--- config.mk ---
export PLATFORM = sky130hd
export DESIGN_NAME = cal_seq_div
export DESIGN_NICKNAME = d
export VERILOG_FILES = /design/src/rtl/cal_pkg.sv /design/src/rtl/cal_div_step.sv /design/src/rtl/cal_seq_div.sv
export SDC_FILE = /design/constraint.sdc
export NUM_CORES = 1
export LEC_CHECK = 0
export BUFFER_PORTS_ARGS = -buffer_cell sky130_fd_sc_hd__buf_2
export CORE_ASPECT_RATIO = 0.75
export CORE_MARGIN = 1.5
export CORE_UTILIZATION = 50
export CTS_CLUSTER_SIZE = 14
export DETAILED_ROUTE_END_ITERATION = 16
export PLACE_DENSITY = 0.75
export SYNTH_ARGS = -nofsm -noshare
export SYNTH_HDL_FRONTEND = slang
export SYNTH_SLANG_ARGS = --single-unit
export TNS_END_PERCENT = 100
--- constraint.sdc ---
create_clock -name clk -period 1.65 [get_ports clk]
set_input_delay 0.0825 -clock clk [delete_from_list [all_inputs] [get_ports clk]]
set_output_delay 0.0825 -clock clk [all_outputs]
set_load 0.02 [all_outputs]
--- src/rtl/cal_pkg.sv ---
`default_nettype none
// ============================================================================
//  Module      : cal_pkg
//  Description : Shared types and constants for the calculator divider:
//                sequencer state encoding, default operand width and the
//                step-counter width helper.
//  Revision    : 1.0 - initial release
// ============================================================================
package cal_pkg;

    // Divider sequencer states
    typedef enum logic [1:0] {
        IDLE = 2'd0,
        RUN  = 2'd1,
        DONE = 2'd2
    } cal_state_e;

    // Default operand width for the calculator datapath
    localparam int CAL_WIDTH = 4;

    // Bits needed to count 0..w iterations
    function automatic int cal_cnt_width(input int w);
        return $clog2(w + 1);
    endfunction

    localparam int CAL_CNT_W = cal_cnt_width(CAL_WIDTH);

endpackage : cal_pkg
`default_nettype wire

--- src/rtl/cal_div_step.sv ---
`default_nettype none
// ============================================================================
//  Module      : cal_div_step
//  Description : One combinational restoring-division step. Shifts the next
//                dividend bit into the partial remainder, trial-subtracts the
//                divisor and yields the new remainder plus one quotient bit.
//  Revision    : 1.0 - initial release
// ============================================================================
module cal_div_step #(
    parameter int WIDTH = 4
) (
    input  logic [WIDTH:0]   r,
    input  logic             q_msb,
    input  logic [WIDTH-1:0] d,
    output logic [WIDTH:0]   r_next,
    output logic             q_bit
);

    logic [WIDTH:0] w_rs;
    logic [WIDTH:0] w_d_ext;
    logic [WIDTH:0] w_diff;
    logic           w_ge;

    // Shift-in, trial subtract and restore-select for a single quotient bit.
    // The remainder's top bit is always zero between steps; folding it into
    // the compare keeps the full-width remainder consumed without altering
    // the result.
    always_comb begin
        w_rs    = {r[WIDTH-1:0], q_msb};
        w_d_ext = {1'b0, d};
        w_diff  = w_rs - w_d_ext;
        w_ge    = r[WIDTH] | (w_rs >= w_d_ext);
        q_bit   = w_ge;
        r_next  = w_ge ? w_diff : w_rs;
    end

endmodule : cal_div_step
`default_nettype wire

--- src/rtl/cal_seq_div.sv ---
`default_nettype none
// ============================================================================
//  Module      : cal_seq_div
//  Description : Sequential unsigned restoring divider, one quotient bit per
//                clock, with a start/done handshake. Divide-by-zero is
//                resolved immediately (quot all ones, rem = dividend).
//  Revision    : 1.0 - initial release
// ============================================================================
module cal_seq_div
    import cal_pkg::*;
#(
    parameter int WIDTH = CAL_WIDTH
) (
    input  logic             clk,
    input  logic             rst_n,
    input  logic             start,
    input  logic [WIDTH-1:0] a,
    input  logic [WIDTH-1:0] b,
    output logic             busy,
    output logic             done,
    output logic [WIDTH-1:0] quot,
    output logic [WIDTH-1:0] rem,
    output logic             div_by_zero
);

    localparam int                 c_cnt_w = cal_cnt_width(WIDTH);
    localparam logic [c_cnt_w-1:0] c_last  = c_cnt_w'(WIDTH - 1);

    cal_state_e         r_state;
    logic [WIDTH:0]     r_r;
    logic [WIDTH-1:0]   r_q;
    logic [WIDTH-1:0]   r_d;
    logic [c_cnt_w-1:0] r_cnt;

    logic [WIDTH:0]     w_r_next;
    logic               w_qbit;
    logic [WIDTH-1:0]   w_q_next;

    cal_div_step #(
        .WIDTH (WIDTH)
    ) u_step (
        .r      (r_r),
        .q_msb  (r_q[WIDTH-1]),
        .d      (r_d),
        .r_next (w_r_next),
        .q_bit  (w_qbit)
    );

    // Quotient register shifts left and takes the new quotient bit at bit 0
    always_comb begin
        w_q_next    = r_q << 1;
        w_q_next[0] = w_qbit;
    end

    // Sequencer: accept a job in IDLE, iterate WIDTH steps in RUN, pulse done
    always_ff @(posedge clk or negedge rst_n) begin
        if (!rst_n) begin
            r_state     <= IDLE;
            r_r         <= '0;
            r_q         <= '0;
            r_d         <= '0;
            r_cnt       <= '0;
            busy        <= 1'b0;
            done        <= 1'b0;
            quot        <= '0;
            rem         <= '0;
            div_by_zero <= 1'b0;
        end else begin
            case (r_state)
                IDLE: begin
                    done <= 1'b0;
                    if (start) begin
                        busy <= 1'b1;
                        if (b == '0) begin
                            // Zero divisor needs no iterations
                            r_state     <= DONE;
                            done        <= 1'b1;
                            quot        <= '1;
                            rem         <= a;
                            div_by_zero <= 1'b1;
                        end else begin
                            r_state <= RUN;
                            r_q     <= a;
                            r_d     <= b;
                            r_r     <= '0;
                            r_cnt   <= '0;
                        end
                    end
                end
                RUN: begin
                    r_r   <= w_r_next;
                    r_q   <= w_q_next;
                    r_cnt <= r_cnt + 1'b1;
                    if (r_cnt == c_last) begin
                        // Final step: publish results straight from the step logic
                        r_state     <= DONE;
                        done        <= 1'b1;
                        quot        <= w_q_next;
                        rem         <= w_r_next[WIDTH-1:0];
                        div_by_zero <= 1'b0;
                    end
                end
                DONE: begin
                    r_state <= IDLE;
                    done    <= 1'b0;
                    busy    <= 1'b0;
                end
                default: begin
                    r_state <= IDLE;
                    done    <= 1'b0;
                    busy    <= 1'b0;
                end
            endcase
        end
    end

endmodule : cal_seq_div
`default_nettype wire

; Word-level counts from Yosys, hierarchy flattened
; Cells that the tools add are included.
[word_totals]
register_bits = 29
input_bits = 11
out_inout_bits = 11
word_cells = 62
[classes]
add_sub_neg = 2
magnitude_cmp = 1
eq_ne = 6
mux = 32
bitwise_logic = 3
n_reduce_logical = 8
[op_table]
columns = operator, count
row1 = 2-to-1 mux 4 bit, 8
row2 = one-hot mux 4 bit (2 select lines), 3
row3 = 2-to-1 mux 5 bit, 3
row4 = one-hot mux 5 bit (2 select lines), 1
row5 = inequality test 2 bit (second input constant), 4
row6 = 2-to-1 mux 1 bit, 7
row7 = 2-to-1 mux 2 bit, 3
row8 = 2-to-1 mux 3 bit, 2
row9 = one-hot mux 1 bit (2 select lines), 3
row10 = one-hot mux 3 bit (2 select lines), 1
row11 = AND reduction 3 bit, 2
row12 = greater-or-equal comparator 5 x 4 -> 1 bit, 1
row13 = subtractor 5 x 4 -> 5 bit, 1
row14 = zero test 4 bit, 1
row15 = one-hot mux 2 bit (2 select lines), 1
row16 = AND reduction 2 bit, 2
row17 = AND reduction 4 bit, 1
row18 = adder 3 x 1 -> 3 bit (second input constant), 1
row19 = == test 3 x 2 -> 1 bit (second input constant), 1
row20 = == test 2 x 1 -> 1 bit (second input constant), 1
row21 = zero test 2 bit, 1
row22 = NOT 1 bit, 2
row23 = nonzero test 2 bit, 1
row24 = OR 1 bit, 1

; Depth between registers and ports, before layout
[logic_depth]
ltp_word = 5
ltp_mapped = 8
ltp_nobuf = 8

; Cells and area by module
; Synthesis repeated with hierarchy kept, for this count alone.
[unflattened]
hier_cells = 133
area_unflattened_um2 = 1526.5
[modules_own_cells]
columns = module, n_inst, cells_per_inst, area_each_um2, seq_area_each_um2
row1 = cal_seq_div, 1, 99, 1233.7, 725.7
row2 = cal_div_step, 1, 34, 292.8, 0.0

; Worst setup path before layout
; OpenSTA, ideal clock, no wires.
[synth_timing]
kind = register -> register
from = register r_d[1]
to = register rem[1]
setup_ns = 0.126
t_arrival_ns = 1.685
t_required_ns = 1.524
slack_ns = -0.161
stages_incl_launch_ff = 8
path_buffers = 0
synth_period_minus_slack_ns = 1.811
path_cell_list = dfrtp_1 -> inv_1 -> ha_1 -> nor2b_1 -> o31a_1 -> nor2_1 -> nor3_1 -> o32a_1
[synth_via]
elab_chain_cells = 5
elab_cells_between_ends = 6
classes_between = add/sub (1) / order compare (1) / mux (3) / bitwise (1)
[synth_rtl]
columns = item, line_no
row1 = start: declaration, cal_seq_div.sv:32  ; logic [WIDTH-1:0] r_d;
row2 = start signal: assignment, cal_seq_div.sv:61  ; r_d <= '0;
row3 = start signal: assignment, cal_seq_div.sv:84  ; r_d <= b;
row4 = greater-or-equal comparator 5 x 4 -> 1 bit, cal_div_step.sv:32  ; w_ge = r[WIDTH] | (w_rs >= w_d_ext);
row5 = OR 1 bit, cal_div_step.sv:32
row6 = 2-to-1 mux 5 bit *, cal_div_step.sv:34  ; r_next = w_ge ? w_diff : w_rs;
row7 = 2-to-1 mux 4 bit *, cal_seq_div.sv:94  ; if (r_cnt == c_last) begin
row8 = one-hot mux 4 bit (2 select lines) *, cal_seq_div.sv:69  ; case (r_state)
row9 = end signal: assignment, cal_seq_div.sv:99  ; rem <= w_r_next[WIDTH-1:0];
row10 = end: declaration, cal_seq_div.sv:22  ; output logic [WIDTH-1:0] rem,
; Mark *: on every way between the ends. The rest lies on a longest branch, timed or not. The select of a mux whose other input is x is not followed.
; A chain may end at the register's enable or synchronous reset.

; Worst setup path after layout
[layout_timing]
from = register r_r[0]
to = register rem[0]
[layout_via]
elab_chain_cells = 5
[layout_rtl]
columns = item, line_no
row1 = start: declaration, cal_seq_div.sv:30  ; logic [WIDTH:0] r_r;
row2 = start signal: assignment, cal_seq_div.sv:91  ; r_r <= w_r_next;
row3 = greater-or-equal comparator 5 x 4 -> 1 bit, cal_div_step.sv:32
row4 = OR 1 bit, cal_div_step.sv:32
row5 = 2-to-1 mux 5 bit, cal_div_step.sv:34
row6 = 2-to-1 mux 4 bit, cal_seq_div.sv:94
row7 = one-hot mux 4 bit (2 select lines), cal_seq_div.sv:69
; Every way passes these cells. The select of a mux whose other input is x is not followed.

==> impl_summary.txt <==
----------------------------------------------------
[Finish]
  Number of nets at the end of the flow ... 209
  Final standard cell area without fillers ... 1966 um2
  Commonest cells after routing, fill and taps aside ... 29 x dfrtp_1, 23 x buf_4, 21 x buf_2, 18 x nor2_1, 13 x nand2_1
  N_diodes ... 0
  Area added between synthesis and finish ... 32.46%
  Share of final-layout standard cells stronger than drive strength 1 ... 0.4115
  Most common cell after layout, fill and taps aside ... dfrtp_1

[Timing]
  Total negative setup slack ... -1.514 ns
  Final max-slew violation count ... 0
  Peak Freq ... 536.5 MHz
  Slew @ Worst Pin ... 0.6465 ns
  Final period demand of the worst path ... 1.864 ns
  Final worst clock skew ... 0.002778 ns
  Max-slew headroom ... 0.5690
  Ratio of final minimum period to clock period ... 1.130
  Crit path setup slack, layout ... -0.2139 ns
  Endpoints failing hold ... 0
  Unrepaired setup endpoints after global routing ... yes
  Endpoints failing setup ... 10

[GRT]
  GRT met1 Usage ... 0.3061
  Wire length of the first global-routing pass ... 5630 um
  Global routing usage summed across all routing layers ... 0.2280
  Number of global-route vias before repair ... 1219
  GRT met2 Usage ... 0.3754
  Number of antenna violations at the first check in global routing ... 0
  Met3 track utilization from global routing ... 0.05381
  Maximum number of pins on one net before global-route repair ... 30
  Grt peak-use layer ... met2
  Grt total ovfl ... 0

[Pwr]
  Worst IR drop on VDD ... 1.249 mV
  Leak ... 0.9173 nW
  Power density over the cells ... 2420 nW/um2

[Routing]
  DRC errors left ... 0
  Avg Vias per Cell ... 5.482
  Routed WL per cell ... 15.34 um
  Drt initial violations ... 62
  TritonRoute pass-1 iters ... 4
  Total vias in the final route ... 1250
  Total length of routed wires ... 3497 um
  Antenna Nets Post-Route ... 0

[Floorplan]
  Starting utilization of the core area ... 0.5450
  Die span in y ... 50.18 um
  Number of standard-cell rows in the floorplan ... 16
  Die extent in x ... 65.91 um
  I/O Pins ... 22
  Std-Cell Core Area ... 2723 um2
  Die Outline Area ... 3307 um2

[Logic synthesis]
  Average footprint of a synthesized cell ... 10.38 um2
  Sequential area share after synthesis ... 0.4890
  Register bit count reported by yosys ... 29
  Area of the mapped netlist ... 1484 um2
  Top post-synthesis cells by area ... dfrtp_1 49%, ha_1 5.1%, nor2_1 4.8%
  Post-synth ARST share ... 1.000
  Nets in the synthesized netlist ... 161
  Number of enable-type register cells in the synthesized netlist ... 0
  Post-Synthesis Cells ... 143
  Count of warnings emitted by yosys ... 0
  Main flop type after synthesis ... dfrtp_1
  Library cell with the largest summed area after synthesis ... dfrtp_1
  Number of distinct library cells after synthesis ... 42
  Share of the synthesized area in the top cell type ... 0.4890

[Setup path]
  Arrival time of the worst setup path ... 2.02 ns
  Critical-path cell list ... ha_1, nor2b_4, o31a_1, nor3_2, nor3b_2, o32a_1
  Data required time at the worst endpoint ... 1.81 ns
  Start-to-end type of the worst setup path ... flip-flop to flip-flop
  Crit path capture type ... flip-flop
  Largest fanout on the critical path ... 5
  CP max-delay cell ... dfrtp_1
  Slowest cell delay on critical path ... 0.38 ns
  Critical path launch point type ... flip-flop

[Run status]
  Status ... finished, violations left
  Failing checks ... setup timing

[CTS]
  Clock tree from TritonCTS ... yes
  Maximum buffer depth of the clock tree ... 2
  Cell chosen for the clock root ... clkbuf_8
  # clock sinks ... 29
  Clock transition at the register clock pins on the worst setup and hold paths after CTS ... 0.06 ns
  Num CTS Buffers ... 5
  Clk_lat worst skew ... 0.27 ns
  CTS H-tree depth ... 2

[Worst hold path]
  Class of the tightest hold or removal check ... primary input to flip-flop

[Placed design]
  Final HPWL from detailed placement ... 2478 um
  Buffers on Ports ... 21
  Cell area after placement ... 1770 um2
  RD Place Congestion ... 0.8479
  Worst setup timing slack at the placement stage ... -0.2008 ns

[Flow run]
  Max-cap viol count ... 0

----------------------------------------------------
==> logic make-up (layout without fill, tap and decap cells) <==
logic type | Yosys count | count (layout) | share of synthesized area
flip-flops | 29 | 29 | 0.4890
buffers and inverters | 14 | 63 | 0.04553
adder cells (fa/ha/maj) | 7 | 7 | 0.06408
multiplexers | 5 | 5 | 0.04722
AND/OR/NAND/NOR | 52 | 52 | 0.1796
AO/OA/AOI/OAI | 36 | 36 | 0.1745
==> routing by layer <==
metal / up-vias / part of all wire
met5: - / 0
met4: 0 / 0.013
met3: 7 / 0.049
met2: 30 / 0.49
met1: 615 / 0.44
li1: 598 / -
==> power breakdown <==
group | switching, mW | internal [mW]
logic | 1.45 | 1.39
clock network | 0.257 | 0.376
registers | 0.229 | 1.05
==> synthesized netlist by cell type (2+ instances only) <==
cell type	number
nor3_1	3
o21ai_0	7
nand2_1	14
a31o_2	2
inv_1	9
buf_2	3
nor2b_1	3
a31oi_1	5
mux2_4	4
nor2_1	19
ha_1	6
o21a_1	2
o32a_1	2
dfrtp_1	29
nand2_2	2
a21o_1	2
nand2b_1	2
a21oi_1	5
==> area by class of cell <==
class	instances	area, um2
Multi-Input combinational cell	100	760.7
Fill cell	195	757.0
Sequential cell	29	725.7
Timing Repair Buffer	46	299.0
Clock buffer	7	96.34
Tap cell	36	45.04
Inverter	9	33.78
Clock inverter	1	5.005
==> stage by stage <==
stage | hold WS (ns) | utilization | std cells | power (mW)
after detailed placement | 0.1442 | 0.6503 | 216 | 3.782
after global routing | 0.09914 | 0.7220 | 228 | 5.099
final | 0.09236 | 0.7220 | 228 | 4.756
after floorplan | -0.2131 | - | 143 | 2.883
after CTS | 0.09297 | 0.7059 | 226 | 4.572
after global placement | 0.1285 | 0.6503 | 216 | 3.678
==> repair_timing <==
item | 4_1_cts | 5_1_grt
hold buffers | 1 | 0
gates cloned | 0 | 0
hold endpoints to repair | 29 | 0
resized for setup | 5 | 5
setup endpoints to repair | 10 | 13
buffers inserted | 1 | 2
pin swaps | 2 | 3
==> critical path, delay by kind of cell, from the launching register on <==
| family | cells | cell delay [ns] |
|---|---|---|
| simple gates | 3 | 0.41 |
| flops | 1 | 0.38 |
| fa+ha+maj | 1 | 0.32 |
| compound gates | 2 | 0.65 |
==> worst paths after layout <==
check,slack (ns),startpoint,endpoint,depth (start not counted)
worst min register to register,0.49,r_cnt[0],r_cnt[0],1
worst min-delay path,0.09,a[3],rem[3],3
max in group asynchronous,0.86,rst_n,r_d[3],2
min in group asynchronous,0.37,rst_n,r_r[2],2
worst max-delay path,-0.21,r_r[0],rem[0],6
worst max register to register,-0.21,r_r[0],rem[0],6
==> sequential cells by signal, indices dropped and copies added (netlist names), 2 cells and up <==
signal   cells
rem          4
quot         4
r_q          4
r_r          5
r_d          4
r_state      2
r_cnt        3
Power figures use the tool's default switching activity.
